**config.mk**
```make
export PLATFORM = sky130hd
export DESIGN_NAME = salidas_param
export DESIGN_NICKNAME = d
export VERILOG_FILES = /design/src/rtl/salidas_pkg.sv /design/src/rtl/salidas_out_reg.sv /design/src/rtl/salidas_param.sv
export SDC_FILE = /design/constraint.sdc
export NUM_CORES = 1
export LEC_CHECK = 0
export CAP_MARGIN = 20
export CORE_UTILIZATION = 43
export CTS_BUF_LIST = sky130_fd_sc_hd__clkbuf_2 sky130_fd_sc_hd__clkbuf_4 sky130_fd_sc_hd__clkbuf_8
export DETAILED_ROUTE_END_ITERATION = 6
export PLACE_DENSITY_LB_ADDON = 0.15
export SLEW_MARGIN = 20
export SYNTH_ARGS = -nofsm -noshare
export SYNTH_HDL_FRONTEND = slang
export SYNTH_SLANG_ARGS = --single-unit
```
**constraint.sdc**
```tcl
create_clock -name clk -period 3.1 [get_ports clk]
set_clock_uncertainty 0.1 [all_clocks]
set_input_delay 0.62 -clock clk [delete_from_list [all_inputs] [get_ports clk]]
set_output_delay 0.62 -clock clk [all_outputs]
set_load 0.05 [all_outputs]
```
**src/rtl/salidas_pkg.sv**
```systemverilog
// Shared definitions for the result collector: FSM state encoding and default widths.
package salidas_pkg;

  // FSM state encoding
  localparam logic [1:0] S_IDLE    = 2'd0;
  localparam logic [1:0] S_CAPTURE = 2'd1;
  localparam logic [1:0] S_EMIT    = 2'd2;
  localparam logic [1:0] S_DONE    = 2'd3;

  // Default geometry
  localparam int DEF_MAX_ENTRIES = 4;
  localparam int DEF_BOUNTY_W    = 24;
  localparam int DEF_NONCE_W     = 32;

endpackage

```
**src/rtl/salidas_out_reg.sv**
```systemverilog
// One-entry valid/ready holding register for a captured result.
// Load has priority over the handshake clear; the top only loads while empty.
// Bounty and nonce are zeroed on load when the entry was not found.
module salidas_out_reg
  import salidas_pkg::*;
#(
  parameter int PTR_W    = 2,
  parameter int BOUNTY_W = DEF_BOUNTY_W,
  parameter int NONCE_W  = DEF_NONCE_W
) (
  input  logic                clk,
  input  logic                reset,
  input  logic                i_load,
  input  logic [PTR_W-1:0]    i_index,
  input  logic                i_found,
  input  logic [BOUNTY_W-1:0] i_bounty,
  input  logic [NONCE_W-1:0]  i_nonce,
  input  logic                i_ready,
  output logic                o_valid,
  output logic [PTR_W-1:0]    o_index,
  output logic                o_found,
  output logic [BOUNTY_W-1:0] o_bounty,
  output logic [NONCE_W-1:0]  o_nonce,
  output logic                o_fire
);

  logic                r_valid;
  logic [PTR_W-1:0]    r_index;
  logic                r_found;
  logic [BOUNTY_W-1:0] r_bounty;
  logic [NONCE_W-1:0]  r_nonce;

  // Valid flag: set on load, dropped on handshake; data holds otherwise
  always_ff @(posedge clk or posedge reset) begin
    if (reset) begin
      r_valid  <= 1'b0;
      r_index  <= '0;
      r_found  <= 1'b0;
      r_bounty <= '0;
      r_nonce  <= '0;
    end else if (i_load) begin
      r_valid  <= 1'b1;
      r_index  <= i_index;
      r_found  <= i_found;
      r_bounty <= i_found ? i_bounty : '0;
      r_nonce  <= i_found ? i_nonce  : '0;
    end else if (r_valid && i_ready) begin
      r_valid  <= 1'b0;
    end
  end

  assign o_valid  = r_valid;
  assign o_index  = r_index;
  assign o_found  = r_found;
  assign o_bounty = r_bounty;
  assign o_nonce  = r_nonce;
  assign o_fire   = r_valid && i_ready;

endmodule

```
**src/rtl/salidas_param.sv**
```systemverilog
// Result collector: walks entries 0..num_q, captures one result per entry from
// the search core, emits each on a valid/ready port, then raises fin.
module salidas_param
  import salidas_pkg::*;
#(
  parameter int MAX_ENTRIES = DEF_MAX_ENTRIES,
  parameter int BOUNTY_W    = DEF_BOUNTY_W,
  parameter int NONCE_W     = DEF_NONCE_W,
  localparam int PTR_W      = $clog2(MAX_ENTRIES)
) (
  input  logic                clk,
  input  logic                reset,
  input  logic                start,
  input  logic [PTR_W-1:0]    num_entries,
  input  logic                in_valid,
  input  logic                in_found,
  input  logic [BOUNTY_W-1:0] in_bounty,
  input  logic [NONCE_W-1:0]  in_nonce,
  output logic [PTR_W-1:0]    rd_ptr,
  output logic                in_ack,
  output logic                out_valid,
  input  logic                out_ready,
  output logic [PTR_W-1:0]    out_index,
  output logic                out_found,
  output logic [BOUNTY_W-1:0] out_bounty,
  output logic [NONCE_W-1:0]  out_nonce,
  output logic [PTR_W:0]      found_count,
  output logic                fin
);

  localparam int CNT_W = PTR_W + 1;
  localparam logic [PTR_W-1:0] MAX_IDX = PTR_W'(MAX_ENTRIES - 1);
  localparam logic [PTR_W:0]   MAX_IDX_W = CNT_W'(MAX_ENTRIES - 1);

  logic [1:0]       r_state, w_next;
  logic [PTR_W-1:0] r_num_q;
  logic [PTR_W-1:0] r_rd_ptr;
  logic [CNT_W-1:0] r_found_cnt;
  logic             r_in_ack;
  logic             r_fin;

  logic [PTR_W-1:0] w_num_clamp;
  logic             w_start_ok;
  logic             w_last;
  logic             w_fire;
  logic             w_load;
  logic             w_advance;
  logic             w_finish;

  // Clamp the requested max index; only matters when MAX_ENTRIES is not a power of two
  assign w_num_clamp = ({1'b0, num_entries} > MAX_IDX_W) ? MAX_IDX : num_entries;
  assign w_start_ok  = start && ((r_state == S_IDLE) || (r_state == S_DONE));
  assign w_last      = (r_rd_ptr == r_num_q);

  // State register
  always_ff @(posedge clk or posedge reset) begin
    if (reset) r_state <= S_IDLE;
    else       r_state <= w_next;
  end

  // Next-state logic
  always_comb begin
    w_next = r_state;
    case (r_state)
      S_IDLE:    if (start)    w_next = S_CAPTURE;
      S_CAPTURE: if (in_valid) w_next = S_EMIT;
      S_EMIT:    if (w_fire)   w_next = w_last ? S_DONE : S_CAPTURE;
      S_DONE:    if (start)    w_next = S_CAPTURE;
      default:                 w_next = S_IDLE;
    endcase
  end

  // Per-state strobes driving the datapath
  always_comb begin
    w_load    = 1'b0;
    w_advance = 1'b0;
    w_finish  = 1'b0;
    case (r_state)
      S_CAPTURE: w_load = in_valid;
      S_EMIT: begin
        w_advance = w_fire && !w_last;
        w_finish  = w_fire &&  w_last;
      end
      default: ;
    endcase
  end

  // Job bookkeeping: latched size, entry pointer, found counter, ack pulse, fin level
  always_ff @(posedge clk or posedge reset) begin
    if (reset) begin
      r_num_q     <= '0;
      r_rd_ptr    <= '0;
      r_found_cnt <= '0;
      r_in_ack    <= 1'b0;
      r_fin       <= 1'b0;
    end else begin
      r_in_ack <= w_load;
      if (w_start_ok) begin
        r_num_q     <= w_num_clamp;
        r_rd_ptr    <= '0;
        r_found_cnt <= '0;
        r_fin       <= 1'b0;
      end
      if (w_load)    r_found_cnt <= r_found_cnt + CNT_W'(in_found);
      if (w_advance) r_rd_ptr    <= r_rd_ptr + PTR_W'(1);
      if (w_finish)  r_fin       <= 1'b1;
    end
  end

  salidas_out_reg #(
    .PTR_W   (PTR_W),
    .BOUNTY_W(BOUNTY_W),
    .NONCE_W (NONCE_W)
  ) u_out (
    .clk     (clk),
    .reset   (reset),
    .i_load  (w_load),
    .i_index (r_rd_ptr),
    .i_found (in_found),
    .i_bounty(in_bounty),
    .i_nonce (in_nonce),
    .i_ready (out_ready),
    .o_valid (out_valid),
    .o_index (out_index),
    .o_found (out_found),
    .o_bounty(out_bounty),
    .o_nonce (out_nonce),
    .o_fire  (w_fire)
  );

  assign rd_ptr      = r_rd_ptr;
  assign in_ack      = r_in_ack;
  assign found_count = r_found_cnt;
  assign fin         = r_fin;

endmodule

```
### Yosys cells after proc, flatten, opt, wreduce, memory -nomap -nowiden

Index checks and enable logic that the tools add are counted.

* register bits: 71
* input port bits: 64
* output and inout bits: 67
* logic and storage cells: 51

* add/subtract/negate cells: 2
* eq/ne operators: 7
* muxes and demuxes: 18
* reduce and logical (&&, ||, !) cells: 13

Operators by type and width (number)
* two-way mux 32 bit: 1
* two-way mux 24 bit: 1
* two-way mux 2 bit: 6
* nonzero test 2 bit: 4
* two-way mux 1 bit: 7
* two-way mux 3 bit: 2
* one-hot mux 2 bit (3 select lines): 1
* == test 2 bit (second input constant): 2
* logical AND 1 bit: 4
* inequality test 2 bit (second input constant): 2
* adder 3 x 1 -> 3 bit: 1
* AND reduction 3 bit: 1
* adder 2 x 1 -> 2 bit (second input constant): 1
* == test 2 x 1 -> 1 bit (second input constant): 1
* == test 2 bit: 1
* logical NOT 2 bit: 1
* inequality test 2 x 1 -> 1 bit (second input constant): 1
* OR reduction 2 bit: 1
* logical NOT 1 bit: 1
* logical OR 1 bit: 1

### Longest topological paths before layout

Gate-level depths: netlist of the first run.

* depth after elaboration: 5
* gate-level depth with buffers: 8
* gate-level depth less buffers: 7

### Hierarchy

Synthesis of the first run repeated with hierarchy kept, for this count alone.

* cells, all modules: 187
* area total of the unflattened synthesis: 2698.8 um2

By module, submodules not included
* salidas_out_reg: instances 1, cells each 137, area each 2153.3 um2, sequential area each 1501.4 um2
* salidas_param: instances 1, cells each 50, area each 545.5 um2, sequential area each 275.3 um2

### Least setup slack after synthesis of the first run

No wires, ideal clock.

* kind: flip-flop to flip-flop
* start point: reg r_rd_ptr[0] (netlist: rd_ptr[0])
* end point: reg r_rd_ptr[1] (netlist: rd_ptr[1])
* setup time: 120 ps
* arrival: 1299 ps
* required time: 2880 ps
* path slack: 1581 ps
* stages on the path, launching flop included: 5
* path buffers: 0
* period minus slack after synthesis: 1519 ps
* cells stage by stage: dfrtp_1 -> xor2_1 -> o21ai_1 -> a21oi_1 -> a31o_1

* longest elaborated chain between the ends: 5
* elaborated cells on any way between the ends: 7
* classes of those cells: add/sub: 1; eq/ne: 1; mux: 2; reduce/logical: 3

Ends and longest elaborated chain
* start, declared: RTL line salidas_param.sv:37 `logic [PTR_W-1:0] r_rd_ptr;`
* start signal, assigned: RTL line salidas_param.sv:105 `if (w_advance) r_rd_ptr <= r_rd_ptr + PTR_W'(1);`
* == test 2 bit: RTL line salidas_param.sv:53 `assign w_last = (r_rd_ptr == r_num_q);`
* logical NOT 1 bit: RTL line salidas_param.sv:81 `w_advance = w_fire && !w_last;`
* logical AND 1 bit: RTL line salidas_param.sv:81
* two-way mux 1 bit: RTL line salidas_param.sv:78 `case (r_state)`
* two-way mux 2 bit / nonzero test 2 bit (equally long branches)

Several ways; a longest one is shown, not always the timed one.
A chain may end at the register's enable or synchronous reset.

### Final worst setup path of the first run

* start point: reg r_rd_ptr[0] (netlist: rd_ptr[0])
* end point: out rd_ptr[0]

RTL lines
* end, declared: RTL line salidas_param.sv:19 `output logic [PTR_W-1:0] rd_ptr,`

No word-level cell between the ends.

==> impl_metrics.csv, run 1 <==
group,metric,value,unit
outcome,status,"finished with violations",
outcome,violations,"DRC",
power_and_ir_drop,swShare,47.5,%
placement,port_buffers,130,
placement,dpl_cell_area,0.00424,sq mm
worst_setup_path,cp_max_fo,7,
placement,dp.final_hpwl,4.76,mm
global_route,grt_pass1_wl,11.8,mm
synth,synthesis.nets,377,
global_route,grt_overflow,0,
sta,fmax,0.426,GHz
synth,synth-seq-cells,71,
die,die_h,84.0,microns
die,start_util,45.0,%
synth,netlist_instances,309,
clocking,hold_buffers,0,
global_route,grt.total_usage,21.3,%
synth,synth_top_area_share,61.5,%
route,via_per_inst,4.89,
synth,async_flop_share,100,%
global_route,grt_pass1_vias,2477,
clocking,ctsResizeCount,0,
sta,hold_viol,0,
die,rows,29,
placement,gp_congestion,0.740,
power_and_ir_drop,cellPowerDensity,1110,mW/mm^2
sta,worstMarginPinSlew,684,ps
sta,drv_slew,0,
final_layout,nets,504,
final_layout,layout-drive-gt1-share,6.12,%
synth,synth-edff-count,0,
synth,synth_ff_type,"dfrtp_1",
synth,synth_top_cell_by_area,"dfrtp_1",
worst_setup_path,worst_ep_arrival_time,1630,ps
worst_setup_path,cp.required,2380,ps
placement,dpl.cell_count,502,
clocking,numCtsBuffers,9,
final_layout,nFillCells,495,
final_layout,area_growth,54.4,%
hold_path,hold_start,"u_out.o_bounty[9]$_DFFE_PP0P_",
die,dieWidth,84.0,microns
die,die_area,0.00705,sq mm
worst_setup_path,crit_chain,"clkdlybuf4s50_1",
power_and_ir_drop,internal_power,2.59,mW
sta,timing.final.crit_share,75.8,%
sta,tns,0,ps
synth,yosysWarnings,0,
final_layout,instances_no_fill,518,
power_and_ir_drop,peakVddDrop,684,uV
worst_setup_path,crit_path_top_delay_cell,"clkdlybuf4s50_1",
worst_setup_path,worstRegToRegCells,7,
clocking,cts_tree,"built",
sta,fin_crit,2350,ps
hold_path,min_path_type,"reg -> reg",
route,drtPass1Iterations,7,
clocking,htreeDepth,3,
die,io_pins,131,
power_and_ir_drop,p_sw,2.34,mW
power_and_ir_drop,p_seq_share,30.2,%
synth,ys_seq_area_share,61.5,%
worst_setup_path,cpPeakStageDelay,840,ps
route,drt_wl_total,6.93,mm
global_route,antenna_found_initial,0,
clocking,cts_buffer_depth,2,
sta,setup_viol,0,
final_layout,diodes,0,
worst_setup_path,path_buf_inv,1,
route,wire_per_inst,13.4,microns
sta,slew_headroom,54.4,%
synth,yosysUniqueCellTypes,23,
clocking,clock-sinks,71,
synth,synth.cell_area,0.00289,sq mm
final_layout,fin_area,0.00446,sq mm
power_and_ir_drop,p_clk_share,15.8,%
route,drc,22,
synth,ys_top_cells_by_area,"dfrtp_1, nand2_1, nand3_1",
clocking,cts_setup_buffers,0,
worst_setup_path,cpLargestDelayFamily,"buffers and inverters",
sta,grt_setup_unrepaired,"false",
power_and_ir_drop,comb_power_share,54.0,%
clocking,cts_root_buf,"clkbuf_8",
clocking,clk_pin_slew,80,ps
route,drt_iter0_markers,194,
synth,postSynthAreaPerCell,9.35,sq um
hold_path,hold_path_end,"u_out.o_bounty[9]$_DFFE_PP0P_",
worst_setup_path,crit_type,"reg -> out",
die,coreArea,0.00642,sq mm
worst_setup_path,reg2reg_from,"r_state[1]$_DFFE_PP0P_",
worst_setup_path,rrSetupSlack,1400,ps
clocking,insertion_delay,340,ps
worst_setup_path,endpoint_kind,"output port",
hold_path,min_path_cells,2,
worst_setup_path,cp-start-kind,"register",
route,routed-via-count,2533,
worst_setup_path,cp.depth,1,
worst_setup_path,rr_endpoint,"u_out.o_bounty[3]$_DFFE_PP0P_",
power_and_ir_drop,static-leakage-power,2.19,nW
global_route,grt_max_degree,61,
route,drtAntennaViolNets,0,
run,cap_viol_max_count,0,
[synthesized netlist by cell type, types with 2 or more instances]
cell        n
buf_4       5
ha_1        4
xor2_1      2
o21ai_0     4
a21oi_1     4
nor2_1      2
inv_1       6
dfrtp_1    71
o21ai_1     2
buf_2       5
nand3_1    57
clkbuf_1    8
nand2_1   125
a22o_1      4
mux2_2      2
[cells by family after synthesis]
logic type,synth area share (%)
and+or+nand+nor,27.1
DFF,61.5
buffers and inverters,4.50
AOI/OAI and AO/OA,3.51
adders and majority gates,1.73
muxes,1.13
xor gates and xnor gates,0.606
[metal layers]
| metal | routed length, microns | vias up | part of all wire [%] | GRT usage, % |
|---|---|---|---|---|
| met1 | 3010 | 1180 | 43 | 28.7 |
| met3 | 529 | 11 | 7.6 | 5.04 |
| met4 | 141 | 0 | 2.0 | 9.56 |
| li1 | - | 1251 | - | - |
| met5 | 0 | - | 0 | 0 |
| met2 | 3250 | 91 | 47 | 32.7 |
[layout make-up]
class	instances	area [sq um]	share of cell area, %
repair buffers	135	1360	30.5
flip-flops and latches	71	1780	39.8
well taps	77	96.3	2.16
multi-input cells	212	986	22.1
clock inverters	4	52.6	1.18
clock buffers	12	165	3.70
inverters	7	26.3	0.589
[per-stage QoR]
step	power [mW]	setup slack (ps)	hold WS (ps)	utilization [%]
floorplan	3.28	583	400	-
global placement	4.16	964	348	66.1
detailed placement	4.19	944	355	66.1
CTS	4.98	735	370	69.5
global route	5.21	686	393	69.5
finish	4.93	750	366	69.5
[flip-flops by register name, indices dropped and copies added, names as in the netlist]
register,flops
u_out.o_nonce,32
u_out.o_bounty,24
found_count,3
r_num_q,2
r_state,2
rd_ptr,2
u_out.o_index,2
fin,1
in_ack,1
u_out.o_found,1
u_out.o_valid,1
[worst max path at each step]
stage	start	end	slack (ps)
final	rd_ptr[0]$_DFFE_PP0P_	rd_ptr[0]	750
after global routing	rd_ptr[0]$_DFFE_PP0P_	rd_ptr[0]	690
after CTS	rd_ptr[0]$_DFFE_PP0P_	rd_ptr[0]	730
after detailed placement	in_valid	u_out.o_bounty[15]$_DFFE_PP0P_	940
after global placement	in_valid	u_out.o_bounty[20]$_DFFE_PP0P_	960
after floorplan	reset	fin$_DFFE_PP0P_	580
[layout by cell type (no fill, tap or decap)]
master / count
clkdlybuf4s50_1: 129
nand2_1: 124
dfrtp_1: 71
nand3_1: 57
clkbuf_8: 12
inv_1: 5
a22o_1: 4
a21oi_1: 4
o21ai_0: 4
ha_1: 4
clkinvlp_4: 3
buf_4: 3
inv_2: 2
xor2_1: 2
nor2_1: 2
o21ai_1: 2
mux2_2: 2
buf_12: 2
nand2_2: 1
and3_1: 1
o211ai_1: 1
or2b_1: 1
nand2b_1: 1
a31o_1: 1
mux2i_1: 1
bufinv_16: 1
buf_2: 1
[power by group through the flow]
stage,combinational (mW),clock [mW],sequential (mW)
2_1_floorplan,0.602,0,2.68
3_3_place_gp,2.65,0,1.51
3_5_place_dp,2.69,0,1.51
4_1_cts,2.69,0.794,1.50
5_1_grt,2.83,0.836,1.55
6_report,2.66,0.779,1.49
Note: power is estimated with default switching activity, not from simulation.
==> run 2, diff against run 1 <==
Settings changed: CORE_UTILIZATION 43 to 39.
Clock period 3.1 ns to 2 ns, I/O delays scaled along.
==> run 2 against run 1 <==
The flow now finishes without violations. Core utilization down 8.3 points. Via count up 0.32%. Die area up 10%. Cell count up 4.1%. First-iteration DRC count down 30%. Power up 47%. Clock-buffer cell count unchanged. Sequential share of layout area up 0.45 points. Critical path type unchanged.
==> impl_metrics.csv, run 2 (synthesis gave the netlist of run 1 again) <==
group,metric,value,unit
die,dieWidth,88.1,microns
sta,fmax,0.515,GHz
final_layout,final_util,61.2,%
sta,setup_viol,0,
route,drtPass1Iterations,4,
sta,tns,0,ps
clocking,clk_pin_slew,70,ps
global_route,use_met1,24.4,%
route,drtAntennaViolNets,0,
power_and_ir_drop,p_seq_share,31.6,%
worst_setup_path,path_buf_inv,1,
sta,fin_crit,1940,ps
clocking,clock-sinks,71,
clocking,cts_buffer_depth,2,
global_route,grt_pass1_vias,2495,
clocking,numCtsBuffers,9,
placement,dp.final_hpwl,4.95,mm
power_and_ir_drop,static-leakage-power,2.55,nW
clocking,cts_root_buf,"clkbuf_8",
worst_setup_path,endpoint_kind,"output port",
run,cap_viol_max_count,0,
power_and_ir_drop,peakVddDrop,697,uV
worst_setup_path,cp.required,1500,ps
worst_setup_path,cpPeakStageDelay,790,ps
power_and_ir_drop,p_clk_share,13.4,%
placement,dp_slack,221,ps
die,die_area,0.00776,sq mm
final_layout,nFillCells,658,
route,wire_per_inst,13.6,microns
global_route,use_met3,4.90,%
global_route,grt_overflow,0,
power_and_ir_drop,internal_power,3.65,mW
sta,worstMarginPinSlew,578,ps
outcome,status,"complete, no violations",
sta,hold_slack,355,ps
global_route,antenna_found_initial,0,
worst_setup_path,crit_path_top_delay_cell,"clkdlybuf4s50_1",
worst_setup_path,cp-start-kind,"register",
final_layout,mostFrequentLayoutCells,"nand2_1, dfrtp_1, clkdlybuf4s50_1",
sta,hold_viol,0,
power_and_ir_drop,p_sw,3.60,mW
final_layout,layout-drive-gt1-share,11.8,%
sta,timing.final.crit_share,97.2,%
power_and_ir_drop,comb_power_share,54.9,%
placement,gp_congestion,0.757,
worst_setup_path,crit_type,"reg -> out",
hold_path,min_path_type,"in -> reg",
route,drt_iter0_markers,135,
final_layout,nets,506,
worst_setup_path,cp_max_fo,1,
sta,drv_slew,0,
power_and_ir_drop,p_total,7.26,mW
final_layout,final_common_cell,"nand2_1",
route,via_per_inst,4.71,
clocking,cts_tree,"built",
final_layout,area_growth,52.6,%
worst_setup_path,cpLargestDelayFamily,"buffers and inverters",
global_route,grt_util_met2,31.8,%
sta,grt_setup_unrepaired,"false",
die,die_h,88.1,microns
final_layout,largest_reg_flops,32,
power_and_ir_drop,cellPowerDensity,1650,mW/mm^2
sta,slew_headroom,61.5,%
hold_path,hold_start,"in_found",
die,io_pins,131,
route,drc,0,
global_route,grt.total_usage,19.5,%
worst_setup_path,reg2reg_from,"r_state[0]$_DFFE_PP0P_",
route,drt_wl_total,7.31,mm
final_layout,diodes,0,
route,routed-via-count,2541,
sta,setup_slack,56.8,ps
global_route,grt.busiest_layer,"met2",
die,rows,31,
worst_setup_path,worst_ep_arrival_time,1440,ps
global_route,grt_pass1_wl,11.6,mm
global_route,grt_max_degree,58,
die,coreArea,0.00721,sq mm
clocking,insertion_delay,320,ps
clocking,cts_setup_buffers,0,
clocking,hold_buffers,0,
worst_setup_path,crit_path_start,"in_ack$_DFF_PP0_",
placement,port_buffers,130,
clocking,htreeDepth,3,
worst_setup_path,crit_chain,"clkdlybuf4s50_1",
die,start_util,40.1,%
power_and_ir_drop,swShare,49.7,%
-- run 2: through the flow --
step                      instances  area, sq um
after floorplan                 309         2890
after global placement          526         4240
after detailed placement        526         4240
after CTS                       539         4370
after global routing            539         4410
final                           539         4410
-- run 2: power groups by stage --
stage / logic [mW] / clock network [mW] / registers [mW]
floorplan: 0.934 / 0 / 4.15
global placement: 4.09 / 0 / 2.33
detailed placement: 4.16 / 0 / 2.34
CTS: 4.03 / 1.02 / 2.31
global route: 4.25 / 1.06 / 2.37
finish: 3.99 / 0.974 / 2.30
-- run 2: worst paths after layout --
| check | to | slack [ps] | depth (start not counted) |
|---|---|---|---|
| max | in_ack | 60 | 1 |
| min | found_count[0]$_DFFE_PP0P_ | 360 | 3 |
| max reg2reg | u_out.o_nonce[30]$_DFFE_PP0P_ | 440 | 5 |
| min reg2reg | u_out.o_nonce[26]$_DFFE_PP0P_ | 360 | 2 |
| max in group asynchronous | u_out.o_nonce[20]$_DFFE_PP0P_ | 1110 | 3 |
| min in group asynchronous | u_out.o_nonce[18]$_DFFE_PP0P_ | 410 | 3 |
-- run 2: layout make-up --
type                    count  area [sq um]  area share [%]
flip-flops and latches     71          1780            40.3
repair buffers            137          1340            30.3
multi-input cells         212           986            22.3
clock buffers              12           153            3.46
well taps                  99           124            2.81
inverters                   7          30.0           0.681
clock inverters             1          7.51           0.170
-- run 2: repair_timing --
item,4_1_cts,5_1_grt
endpoints found under the setup margin,23,17
resized for setup,23,17
pin swaps,0,0
-- run 2: per-layer routing --
layer / wire length, microns / part of all wire [%]
met5: 0 / 0
met4: 142 / 1.9
met3: 530 / 7.2
met2: 3540 / 48
met1: 3100 / 42
-- run 2: worst register-to-register path: cells and delay by family, from the launching register on --
kind / cells / cell delay (ps)
fa+ha+maj: 1 / 250
buf+inv: 1 / 410
flops: 1 / 400
simple gates: 3 / 330
==> run 3, diff against run 2 <==
Settings changed: ABC_CLOCK_PERIOD_IN_PS set to 2000.
==> results of run 3 <==
Same layout as run 2: the final DEF is identical, and so are final timing and power.
